### config.mk
export PLATFORM = sky130hd
export DESIGN_NAME = uart_rx_param
export DESIGN_NICKNAME = d
export VERILOG_FILES = /design/src/rtl/uart_rx_param.sv
export SDC_FILE = /design/constraint.sdc
export NUM_CORES = 1
export LEC_CHECK = 0
export CAP_MARGIN = 20
export CORE_AREA = 3 3 63 65
export DETAILED_ROUTE_END_ITERATION = 16
export DIE_AREA = 0 0 66 68
export GPL_ROUTABILITY_DRIVEN = 0
export GPL_TIMING_DRIVEN = 0
export HOLD_SLACK_MARGIN = 0.06
export PLACE_DENSITY = 0.78
export SKIP_CTS_REPAIR_TIMING = 1
export SLEW_MARGIN = 20
export SYNTH_ARGS = -nofsm -noshare
export SYNTH_HDL_FRONTEND = slang
export SYNTH_SLANG_ARGS = --single-unit
### constraint.sdc
create_clock -name iClk -period 2.9 [get_ports iClk]
set_input_delay 0.58 -clock iClk [delete_from_list [all_inputs] [get_ports iClk]]
set_output_delay 0.58 -clock iClk [all_outputs]
set_load 0.03 [all_outputs]
### src/rtl/uart_rx_param.sv
// Parametrised UART receiver: 2-FF synchroniser, 3-sample majority vote per bit,
// false-start rejection, and parity/framing/break reporting alongside each word.
module uart_rx_param #(
  parameter int CLK_FREQ     = 125_000_000,
  parameter int BAUD_RATE    = 115_200,
  parameter int CLKS_PER_BIT = CLK_FREQ / BAUD_RATE,
  parameter int DATA_BITS    = 8,
  parameter int PARITY       = 0,
  parameter int STOP_BITS    = 1
) (
  input  logic                 iClk,
  input  logic                 iRst,
  input  logic                 iRxSerial,
  output logic [DATA_BITS-1:0] oRxData,
  output logic                 oRxValid,
  output logic                 oParityErr,
  output logic                 oFrameErr,
  output logic                 oBreak,
  output logic                 oBusy
);

  localparam int CNT_W = $clog2(CLKS_PER_BIT) + 1;
  localparam int BIT_W = $clog2(DATA_BITS) + 1;
  localparam int HALF  = CLKS_PER_BIT / 2;

  localparam logic [CNT_W-1:0] CNT_LAST  = CNT_W'(CLKS_PER_BIT - 1);
  localparam logic [CNT_W-1:0] CNT_S0    = CNT_W'(HALF - 1);
  localparam logic [CNT_W-1:0] CNT_S1    = CNT_W'(HALF);
  localparam logic [CNT_W-1:0] CNT_DEC   = CNT_W'(HALF + 1);
  localparam logic [BIT_W-1:0] DATA_LAST = BIT_W'(DATA_BITS - 1);
  localparam logic [BIT_W-1:0] STOP_LAST = BIT_W'(STOP_BITS - 1);

  typedef enum logic [2:0] {
    S_WAIT_HIGH, S_IDLE, S_START, S_DATA, S_PARITY, S_STOP, S_DONE
  } state_t;

  function automatic logic majority3(input logic a, input logic b, input logic c);
    return (a & b) | (a & c) | (b & c);
  endfunction

  function automatic logic parity_error(input logic [DATA_BITS-1:0] d, input logic p);
    logic x;
    x = (^d) ^ p;
    return (PARITY == 2) ? ~x : x;
  endfunction

  state_t                 state, stateNext;
  logic                   syncMeta, rx;
  logic [CNT_W-1:0]       baudCnt;
  logic [BIT_W-1:0]       bitCnt;
  logic [1:0]             samp;
  logic [DATA_BITS-1:0]   shiftReg;
  logic                   parityErr, frameErr, allZero;
  logic                   decide, vote;

  // Synchroniser stage: idle-high so reset never looks like a start edge
  always_ff @(posedge iClk) begin
    if (iRst) begin
      syncMeta <= 1'b1;
      rx       <= 1'b1;
    end else begin
      syncMeta <= iRxSerial;
      rx       <= syncMeta;
    end
  end

  // The third vote sample is the live rx, so the decision lands at centre+1
  assign decide = (baudCnt == CNT_DEC);
  assign vote   = majority3(samp[1], samp[0], rx);
  assign oBusy  = (state != S_IDLE) && (state != S_WAIT_HIGH);

  always_ff @(posedge iClk) begin
    if (iRst) state <= S_WAIT_HIGH;
    else      state <= stateNext;
  end

  always_comb begin
    stateNext = state;
    case (state)
      S_WAIT_HIGH: if (rx) stateNext = S_IDLE;
      S_IDLE:      if (!rx) stateNext = S_START;
      S_START:     if (decide) stateNext = vote ? S_IDLE : S_DATA;
      S_DATA:      if (decide && bitCnt == DATA_LAST)
                     stateNext = (PARITY != 0) ? S_PARITY : S_STOP;
      S_PARITY:    if (decide) stateNext = S_STOP;
      S_STOP:      if (decide && bitCnt == STOP_LAST) stateNext = S_DONE;
      S_DONE:      stateNext = allZero ? S_WAIT_HIGH : S_IDLE;
      default:     stateNext = S_WAIT_HIGH;
    endcase
  end

  // Bit timing stage: baudCnt counts cycles since the current bit boundary
  always_ff @(posedge iClk) begin
    if (iRst) begin
      baudCnt <= '0;
      bitCnt  <= '0;
    end else begin
      if (state == S_IDLE || state == S_WAIT_HIGH)
        baudCnt <= CNT_W'(1);
      else
        baudCnt <= (baudCnt == CNT_LAST) ? '0 : baudCnt + 1'b1;
      if (decide)
        bitCnt <= (stateNext != state) ? '0 : bitCnt + 1'b1;
    end
  end

  // Sample and accumulate stage
  always_ff @(posedge iClk) begin
    if (baudCnt == CNT_S0 || baudCnt == CNT_S1)
      samp <= {samp[0], rx};
    if (decide) begin
      case (state)
        S_START: begin
          allZero   <= 1'b1;
          parityErr <= 1'b0;
          frameErr  <= 1'b0;
        end
        S_DATA: begin
          shiftReg <= {vote, shiftReg[DATA_BITS-1:1]};
          allZero  <= allZero & ~vote;
        end
        S_PARITY: begin
          parityErr <= parity_error(shiftReg, vote);
          allZero   <= allZero & ~vote;
        end
        S_STOP: begin
          if (!vote) frameErr <= 1'b1;
          allZero <= allZero & ~vote;
        end
        default: ;
      endcase
    end
  end

  // Output stage: word and flags change together with the valid pulse
  always_ff @(posedge iClk) begin
    if (iRst) begin
      oRxData    <= '0;
      oRxValid   <= 1'b0;
      oParityErr <= 1'b0;
      oFrameErr  <= 1'b0;
      oBreak     <= 1'b0;
    end else begin
      oRxValid <= (state == S_DONE);
      if (state == S_DONE) begin
        oRxData    <= shiftReg;
        oParityErr <= (PARITY != 0) && parityErr;
        oFrameErr  <= frameErr;
        oBreak     <= allZero;
      end
    end
  end

endmodule

==> results of run 1 <==
-- critical path, cell delays in order, from the launching register on --
cell and delay [ns]:
dfxtp_1 0.37, clkbuf_1 0.38, nor2_1 0.14, inv_1 0.09, clkdlybuf4s50_1 0.66
-- through the flow --
stage | worst slack [ns] | instances | power, mW
after floorplan | 0.390 | 204 | 0.677
after global placement | 0.155 | 264 | 0.690
after detailed placement | 0.134 | 264 | 0.690
after CTS | 0.117 | 272 | 1.05
after global routing | 0.211 | 272 | 1.07
final | 0.330 | 272 | 1.03
-- worst min path at each step --
stage                        startpoint             to  slack, ns
detailed placement  syncMeta$_SDFF_PP1_  rx$_SDFF_PP1_       0.40
floorplan           syncMeta$_SDFF_PP1_  rx$_SDFF_PP1_       0.39
global placement    syncMeta$_SDFF_PP1_  rx$_SDFF_PP1_       0.39
global route        syncMeta$_SDFF_PP1_  rx$_SDFF_PP1_       0.44
finish              syncMeta$_SDFF_PP1_  rx$_SDFF_PP1_       0.43
CTS                 syncMeta$_SDFF_PP1_  rx$_SDFF_PP1_       0.44
-- registers in the layout, indices dropped and copies added (netlist names) --
signal and flops:
oBreak 1, state 3, rx 1, allZero 1, syncMeta 1, frameErr 1, oFrameErr 1, baudCnt 12
bitCnt 4, oRxData 8, samp 2, shiftReg 8, oRxValid 1
-- kinds of logic after synthesis --
logic type	count (synthesis)	share of synthesized area
mux	1	0.00515
buf+inv	20	0.0457
flops	44	0.515
other cells	1	0.00193
xor+xnor	11	0.0496
simple gates	92	0.242
fa+ha+maj	7	0.0438
compound gates	28	0.0960
-- metal layers --
layer  vias up  track usage  routed length, µm
li1        750            -                  -
met1       658        0.220               1620
met2        34        0.292               1630
met3         7       0.0394                177
met4         0       0.0761                 62
met5         -            0                  0
-- cell usage in the layout, fill, tap and decap left out, types with 4 or more instances in the layout --
cell type        instances
clkbuf_4                 5
and3_1                   4
dfxtp_1                 32
a21oi_1                 11
clkdlybuf4s50_1         14
clkbuf_1                 7
edfxtp_1                12
nand2_1                 29
xnor2_1                  5
nand3_1                  6
inv_1                    9
nand4_1                  4
ha_1                     6
xor2_1                   6
nor2_1                  24
-- power by group --
part / total, mW / switching, mW / internal [mW]
Clock: 0.358 / 0.208 / 0.150
Combinational: 0.0417 / 0.0267 / 0.0149
Sequential: 0.635 / 0.00344 / 0.632
Total: 1.03 / 0.239 / 0.796
-- final cells by class --
type	count	area [µm²]	area share
flip-flops and latches	44	1000	0.450
multi-input cells	140	857	0.385
repair buffers	14	140	0.0630
clock buffers	6	62.6	0.0281
well taps	46	57.6	0.0259
plain buffers	11	55.1	0.0248
inverters	9	33.8	0.0152
clock inverters	2	16.3	0.00732
==> metrics.md, run 1 <==
| Metric | Value |
|---|---|
| Final Setup Violations | `0` |
| Max Cap Viol | `0` |
| Syn Nets | `213` |
| Post-synthesis cell count | `204` |
| Synth unique cells | `46` |
| Wirelength, routed | `3490 µm` |
| Largest net degree at the start of global routing | `16` |
| Total Routing Usage GR | `0.176` |
| Synth-to-layout area growth | `14.5%` |
| Reg clk slew, reported paths | `0.14 ns` |
| Starting Density | `0.573` |
| Top-count cell post-synth | `dfxtp_1` |
| Die height | `68 µm` |
| # rows | `21` |
| Gr ovfl total | `0` |
| R2R setup slack | `0.47 ns` |
| Mean Syn Cell Area | `9.52 µm²` |
| RSZ-0062 raised after global routing | `false` |
| Iteration-0 DRC Markers | `65` |
| Ports | `16` |
| Vias | `1449` |
| Outcome | `finished, final reports clean` |
| First drt pass iteration count | `4` |
| DR WL/cell | `12.8 µm` |
| IO Port Bufs | `14` |
| Most frequent cells after synthesis | `dfxtp_1, nand2_1, nor2_1` |
| Synth top area share | `0.330` |
| Min-delay worst type | `reg -> reg` |
| Post-DRT Antenna Nets | `0` |
| DIE WIDTH | `66 µm` |
| Power density cells | `465 nW/µm²` |
| Critical path required time | `2.32 ns` |
| CP Class | `reg -> out` |
| Reg2Reg Depth | `5` |
| Crit start category | `flop` |
| Yosys reg bits | `44` |
| Die area | `4490 µm²` |
| Worst-skew pair later-pin latency | `0.37 ns` |
| TritonCTS Buffers | `5` |
| Predominant post-synthesis flop cell | `dfxtp_1` |
| CP max FO | `10` |
| Slew @ Worst Pin | `0.665 ns` |
| Drc violations | `0` |
| Min-Delay Path Depth | `1` |
| Yosys warning count | `0` |
| Layout cells sized above 1 | `0.0841` |
| Core box area | `3390 µm²` |
| Final net count | `234` |
| CTS tree | `built` |
| Fin. max-slew vios | `0` |
| Worst R2R End | `shiftReg[1]$_DFFE_PP_` |
| Worst setup path startpoint | `state[1]$_SDFF_PP0_` |
| Max transition margin | `0.555` |
| Global-route wire length before repair | `5910 µm` |
| Placed inst area | `2140 µm²` |
| P_leak | `0.750 nW` |
| Cell area after synthesis | `1940 µm²` |
| Number of global-route vias before repair | `1279` |
| Hold slack final | `0.434 ns` |
| CP arrival | `1.99 ns` |
| H-tree depth | `2` |
| CTS max path bufs | `2` |
| Number of synthesized flops with an enable pin | `12` |
| Worst setup path end | `oBusy` |
| Fin crit period | `2.57 ns` |
| Final HPWL DP | `2500 µm` |
| Via-per-instance ratio | `5.33` |
| FILL cells | `293` |
| Period utilisation layout | `0.886` |
| Clock skew | `0.0152 ns` |
| Post-Route Utilization | `0.656` |
| Initial antenna violation count | `0` |
| Maximum clock rate | `389 MHz` |
| RR Startpoint | `baudCnt[6]$_SDFF_PP0_` |
| Crit. End Element | `output port` |
| Clk sinks | `44` |
| Post-route cell area | `2220 µm²` |
| Synth area leader | `dfxtp_1` |
| Final hold vios | `0` |
| Post-synth ARST share | `0` |
| # diodes | `0` |
| Total negative slack | `0 ns` |
| Sequential fraction of the synthesis area | `0.515` |
| Root Driver | `clkbuf_4` |
| Max IR drop VDD | `295 µV` |
| Ranking of synthesized cells by area | `dfxtp_1, edfxtp_1, nand2_1` |
No activity file was read; power rests on OpenSTA's default activity.
==> run 2: changes to the inputs <==
--- a/config.mk
+++ b/config.mk
@@ -13,6 +13,7 @@
 export GPL_TIMING_DRIVEN = 0
 export HOLD_SLACK_MARGIN = 0.06
 export PLACE_DENSITY = 0.78
+export SETUP_SLACK_MARGIN = 0.3
 export SKIP_CTS_REPAIR_TIMING = 1
 export SLEW_MARGIN = 20
 export SYNTH_ARGS = -nofsm -noshare
==> metrics.md, run 2 (synthesized netlist as in run 1, its figures left out) <==
| Metric | Value |
|---|---|
| Outcome | `finished, final reports clean` |
| Gr ovfl total | `0` |
| Power density cells | `466 nW/µm²` |
| Most common cell after layout, fill and taps aside | `dfxtp_1` |
| Root Driver | `clkbuf_4` |
| Min-Delay Path Depth | `1` |
| Buf/Inv on CP | `2` |
| Clock skew | `0.0132 ns` |
| Via-per-instance ratio | `5.34` |
| Largest regs | `baudCnt: 12 flops, oRxData: 8 flops, shiftReg: 8 flops` |
| CTS tree | `built` |
| Total negative slack | `0 ns` |
| Critical path required time | `2.91 ns` |
| Min-delay worst type | `reg -> reg` |
| Maximum clock rate | `411 MHz` |
| Max reg flops | `12` |
| Synth-to-layout area growth | `14.6%` |
| FILL cells | `291` |
| Slew @ Worst Pin | `0.674 ns` |
| Drc violations | `0` |
| Hold slack final | `0.434 ns` |
| Iteration-0 DRC Markers | `65` |
| Crit start category | `flop` |
| First drt pass iteration count | `4` |
| Total Routing Usage GR | `0.176` |
| Final net count | `234` |
| Cell family with most CP delay | `simple AND/OR/NAND/NOR gates` |
| Die height | `68 µm` |
| CP Class | `reg -> reg` |
| Period utilisation layout | `0.839` |
| # rows | `21` |
| Max Cap Viol | `0` |
| CP Cell Sequence | `or4_1, buf_2, or3_1, buf_6, nor3_2` |
| Largest net degree at the start of global routing | `16` |
| Starting Density | `0.573` |
| Fin crit period | `2.43 ns` |
| Worst R2R End | `shiftReg[4]$_DFFE_PP_` |
| Max IR drop VDD | `295 µV` |
| Core box area | `3390 µm²` |
| H-tree depth | `2` |
| DP Worst Slack | `0.134 ns` |
| Ports | `16` |
| RR Startpoint | `baudCnt[6]$_SDFF_PP0_` |
| IO Port Bufs | `14` |
| Die area | `4490 µm²` |
| Final Setup Violations | `0` |
| Final hold vios | `0` |
| Initial antenna violation count | `0` |
| Number of global-route vias before repair | `1279` |
| RSZ-0062 raised after global routing | `false` |
| Wirelength, routed | `3490 µm` |
| Hold_sp | `syncMeta$_SDFF_PP1_` |
| CP max FO | `8` |
| Fin. max-slew vios | `0` |
| TritonCTS Buffers | `5` |
| Largest Register | `baudCnt` |
| Vias | `1452` |
| Max transition margin | `0.549` |
| Clk sinks | `44` |
| Most frequent cells in the layout | `dfxtp_1, nand2_1, nor2_1, clkdlybuf4s50_1, edfxtp_1` |
| R2R setup slack | `0.47 ns` |
| Post-DRT Antenna Nets | `0` |
| Reg clk slew, reported paths | `0.14 ns` |
| CP arrival | `2.44 ns` |
| Post-Route Utilization | `0.657` |
| DR WL/cell | `12.8 µm` |
| Reg2Reg Depth | `5` |
| Worst-skew pair later-pin latency | `0.37 ns` |
| Final HPWL DP | `2500 µm` |
| DIE WIDTH | `66 µm` |
| Crit. End Element | `flop` |
| Delay of the slowest critical-path stage | `0.51 ns` |
| CTS max path bufs | `2` |
| Global-route wire length before repair | `5910 µm` |
| # diodes | `0` |
| Layout cells sized above 1 | `0.0929` |
| CP max-delay cell | `or4_1` |
| Final setup slack of the worst path | `0.468 ns` |
| Hold EP | `rx$_SDFF_PP1_` |
| P_leak | `0.757 nW` |
[run 2: cell counts in the layout (fill, tap and decap cells not counted)]
Identical to the previous run, type by type.
[run 2: area by class of cell]
cell class / count / area, µm² / share of cell area
clock inverters: 2 / 16.3 / 0.00731
multi-input cells: 140 / 857 / 0.385
clock buffers: 6 / 62.6 / 0.0281
inverters: 9 / 33.8 / 0.0152
plain buffers: 11 / 57.6 / 0.0259
well taps: 46 / 57.6 / 0.0259
repair buffers: 14 / 140 / 0.0630
flip-flops and latches: 44 / 1000 / 0.450
[run 2: per-stage QoR]
stage	instances	area, µm²	power (mW)
after floorplan	204	1940	0.677
after global placement	264	2140	0.690
after detailed placement	264	2140	0.690
after CTS	272	2220	1.05
after global routing	272	2230	1.07
final	272	2230	1.04
[run 2: worst max-delay path by stage]
stage	from	end	slack, ns	cells past startpoint
final	baudCnt[6]$_SDFF_PP0_	shiftReg[4]$_DFFE_PP_	0.47	5
after global placement	baudCnt[6]$_SDFF_PP0_	shiftReg[6]$_DFFE_PP_	0.15	5
after floorplan	baudCnt[6]$_SDFF_PP0_	shiftReg[0]$_DFFE_PP_	0.39	5
after CTS	baudCnt[6]$_SDFF_PP0_	shiftReg[1]$_DFFE_PP_	0.12	5
after detailed placement	baudCnt[6]$_SDFF_PP0_	shiftReg[2]$_DFFE_PP_	0.13	5
after global routing	baudCnt[0]$_SDFF_PP0_	shiftReg[1]$_DFFE_PP_	0.34	5
[run 2: worst register-to-register path: cells and delay by family, from the launching register on]
kind | cells | cell delay (ns)
and+or+nand+nor | 3 | 1.40
DFF | 1 | 0.37
buffers and inverters | 2 | 0.32
[run 2: where the power goes]
part / internal [mW] / total [mW] / switching [mW]
clock: 0.150 / 0.360 / 0.210
combinational: 0.0151 / 0.0419 / 0.0268
sequential: 0.632 / 0.635 / 0.00344
total: 0.797 / 1.04 / 0.240
[run 2: routing by layer]
| metal | up-vias | share of wire | GRT usage |
|---|---|---|---|
| met5 | - | 0 | 0 |
| met4 | 0 | 0.018 | 0.0761 |
| met3 | 7 | 0.052 | 0.0394 |
| met2 | 34 | 0.46 | 0.292 |
| met1 | 661 | 0.47 | 0.220 |
| li1 | 750 | - | - |
==> run 3: changes to the inputs <==
==> constraint.sdc (replaced) <==
create_clock -name iClk -period 2.3 [get_ports iClk]
set_input_delay 0.46 -clock iClk [delete_from_list [all_inputs] [get_ports iClk]]
set_output_delay 0.46 -clock iClk [all_outputs]
set_load 0.03 [all_outputs]
==> metrics.md, run 3 (synthesized netlist as in run 1, its figures left out) <==
| Metric | Value |
|---|---|
| Largest regs | `baudCnt: 12 flops, oRxData: 8 flops, shiftReg: 8 flops` |
| Final HPWL DP | `2710 µm` |
| Post-route cell area | `2410 µm²` |
| Global-route wire length before repair | `6510 µm` |
| Die height | `68 µm` |
| Hold slack final | `0.435 ns` |
| Critical path required time | `2.38 ns` |
| Clk sinks | `44` |
| Starting Density | `0.573` |
| Min-delay worst type | `reg -> reg` |
| Layout cells sized above 1 | `0.201` |
| Root Driver | `clkbuf_4` |
| Ports | `16` |
| Seq pwr share | `0.601` |
| Reg clk slew, reported paths | `0.13 ns` |
| Total Routing Usage GR | `0.192` |
| Clock skew | `0.00958 ns` |
| P_leak | `0.849 nW` |
| Post-Route Utilization | `0.710` |
| Logic gate share of total power | `0.045` |
| DR WL/cell | `14.6 µm` |
| Number of global-route vias before repair | `1423` |
| Switching Fraction | `0.216` |
| CTS tree | `built` |
| Worst-skew pair later-pin latency | `0.35 ns` |
| Iteration-0 DRC Markers | `133` |
| Placed inst area | `2160 µm²` |
| Die area | `4490 µm²` |
| Period utilisation layout | `0.952` |
| CTS max path bufs | `2` |
| Maximum clock rate | `457 MHz` |
| CP Class | `reg -> reg` |
| Crit. End Element | `flop` |
| H-tree depth | `2` |
| Wirelength, routed | `4100 µm` |
| Gr ovfl total | `0` |
| Max transition margin | `0.597` |
| First drt pass iteration count | `4` |
| Core box area | `3390 µm²` |
| Fin crit period | `2.19 ns` |
| # rows | `21` |
| Slew @ Worst Pin | `0.603 ns` |
| CP arrival | `2.27 ns` |
| Max Cap Viol | `0` |
| Hold_sp | `syncMeta$_SDFF_PP1_` |
| Max IR drop VDD | `423 µV` |
| Overall power | `1.33 mW` |
| RSZ-0062 raised after global routing | `true` |
| Outcome | `finished, final reports clean` |
| Crit start category | `flop` |
| Max reg flops | `12` |
| Most frequent cells in the layout | `nand2_1, dfxtp_1, nor2_1, clkdlybuf4s50_1, edfxtp_1` |
| Post-DRT Antenna Nets | `0` |
| P_int | `1.04 mW` |
| IO Port Bufs | `14` |
| Initial antenna violation count | `0` |
| Most common cell after layout, fill and taps aside | `nand2_1` |
| TritonCTS Buffers | `5` |
| # diodes | `0` |
| R2R setup slack | `0.11 ns` |
| Clock power share | `0.355` |
| Final hold vios | `0` |
| Final Setup Violations | `0` |
| RR Startpoint | `baudCnt[7]$_SDFF_PP0_` |
| DIE WIDTH | `66 µm` |
| NetSw | `0.288 mW` |
| Synth-to-layout area growth | `24.0%` |
| Largest Register | `baudCnt` |
| Final net count | `242` |
| Vias | `1526` |
| Largest net degree at the start of global routing | `14` |
| Worst setup path startpoint | `baudCnt[7]$_SDFF_PP0_` |
| Power density cells | `553 nW/µm²` |
| Via-per-instance ratio | `5.45` |
| Fin. max-slew vios | `0` |
| CP max FO | `7` |
| Drc violations | `0` |
| FILL cells | `242` |
==> run 3: cell count changes in the layout (fill, tap and decap cells not counted), sizes merged <==
| cell | previous run | this run |
|---|---|---|
| inv | 10 | 9 |
| bufinv | 0 | 1 |
| clkinv | 0 | 1 |
| clkinvlp | 1 | 0 |
| buf | 4 | 12 |
| dlymetal6s2s | 0 | 1 |
| clkdlybuf4s50 | 14 | 13 |
==> run 3: worst paths after layout <==
kind / to / depth (start not counted)
max: shiftReg[4]$_DFFE_PP_ / 6
min reg2reg: rx$_SDFF_PP1_ / 1
min: rx$_SDFF_PP1_ / 1
max reg2reg: shiftReg[4]$_DFFE_PP_ / 6
==> run 3: area by class of cell <==
cell class	instances	area, µm²	area share
flip-flops and latches	44	1010	0.420
multi-input cells	140	950	0.394
repair buffers	22	215	0.0894
plain buffers	11	63.8	0.0265
well taps	46	57.6	0.0239
clock buffers	6	41.3	0.0172
clock inverters	2	35.0	0.0146
inverters	9	33.8	0.0140
==> run 3: power by group through the flow <==
stage | Combinational (mW) | Sequential [mW] | Clock [mW]
3_5_place_dp | 0.0529 | 0.818 | 0
4_1_cts | 0.0532 | 0.800 | 0.475
3_3_place_gp | 0.0514 | 0.817 | 0
2_1_floorplan | 0.0387 | 0.816 | 0
6_report | 0.0595 | 0.800 | 0.472
5_1_grt | 0.0649 | 0.801 | 0.522
==> run 3: metrics by stage <==
step | setup TNS, ns | setup slack, ns | cells
5_1_grt | 0 | 0.0836 | 280
3_3_place_gp | 0 | 0.0887 | 264
4_1_cts | -0.147 | -0.147 | 272
3_5_place_dp | 0 | 0.0710 | 264
6_report | 0 | 0.111 | 280
2_1_floorplan | 0 | 0.245 | 204
==> run 3: worst max-delay path, stage by stage (launching register included) <==
cell and delay, ns:
dfxtp_4 0.37, or4_4 0.51, buf_6 0.15, or3_4 0.36
buf_6 0.15, nor3_4 0.23, buf_12 0.16
==> run 3: metal layers <==
| metal | share of wire | vias to the layer above | track usage |
|---|---|---|---|
| met5 | 0 | - | 0 |
| met4 | 0.0098 | 0 | 0.0939 |
| met3 | 0.052 | 6 | 0.0476 |
| met2 | 0.52 | 46 | 0.347 |
| met1 | 0.42 | 714 | 0.212 |
| li1 | - | 760 | - |
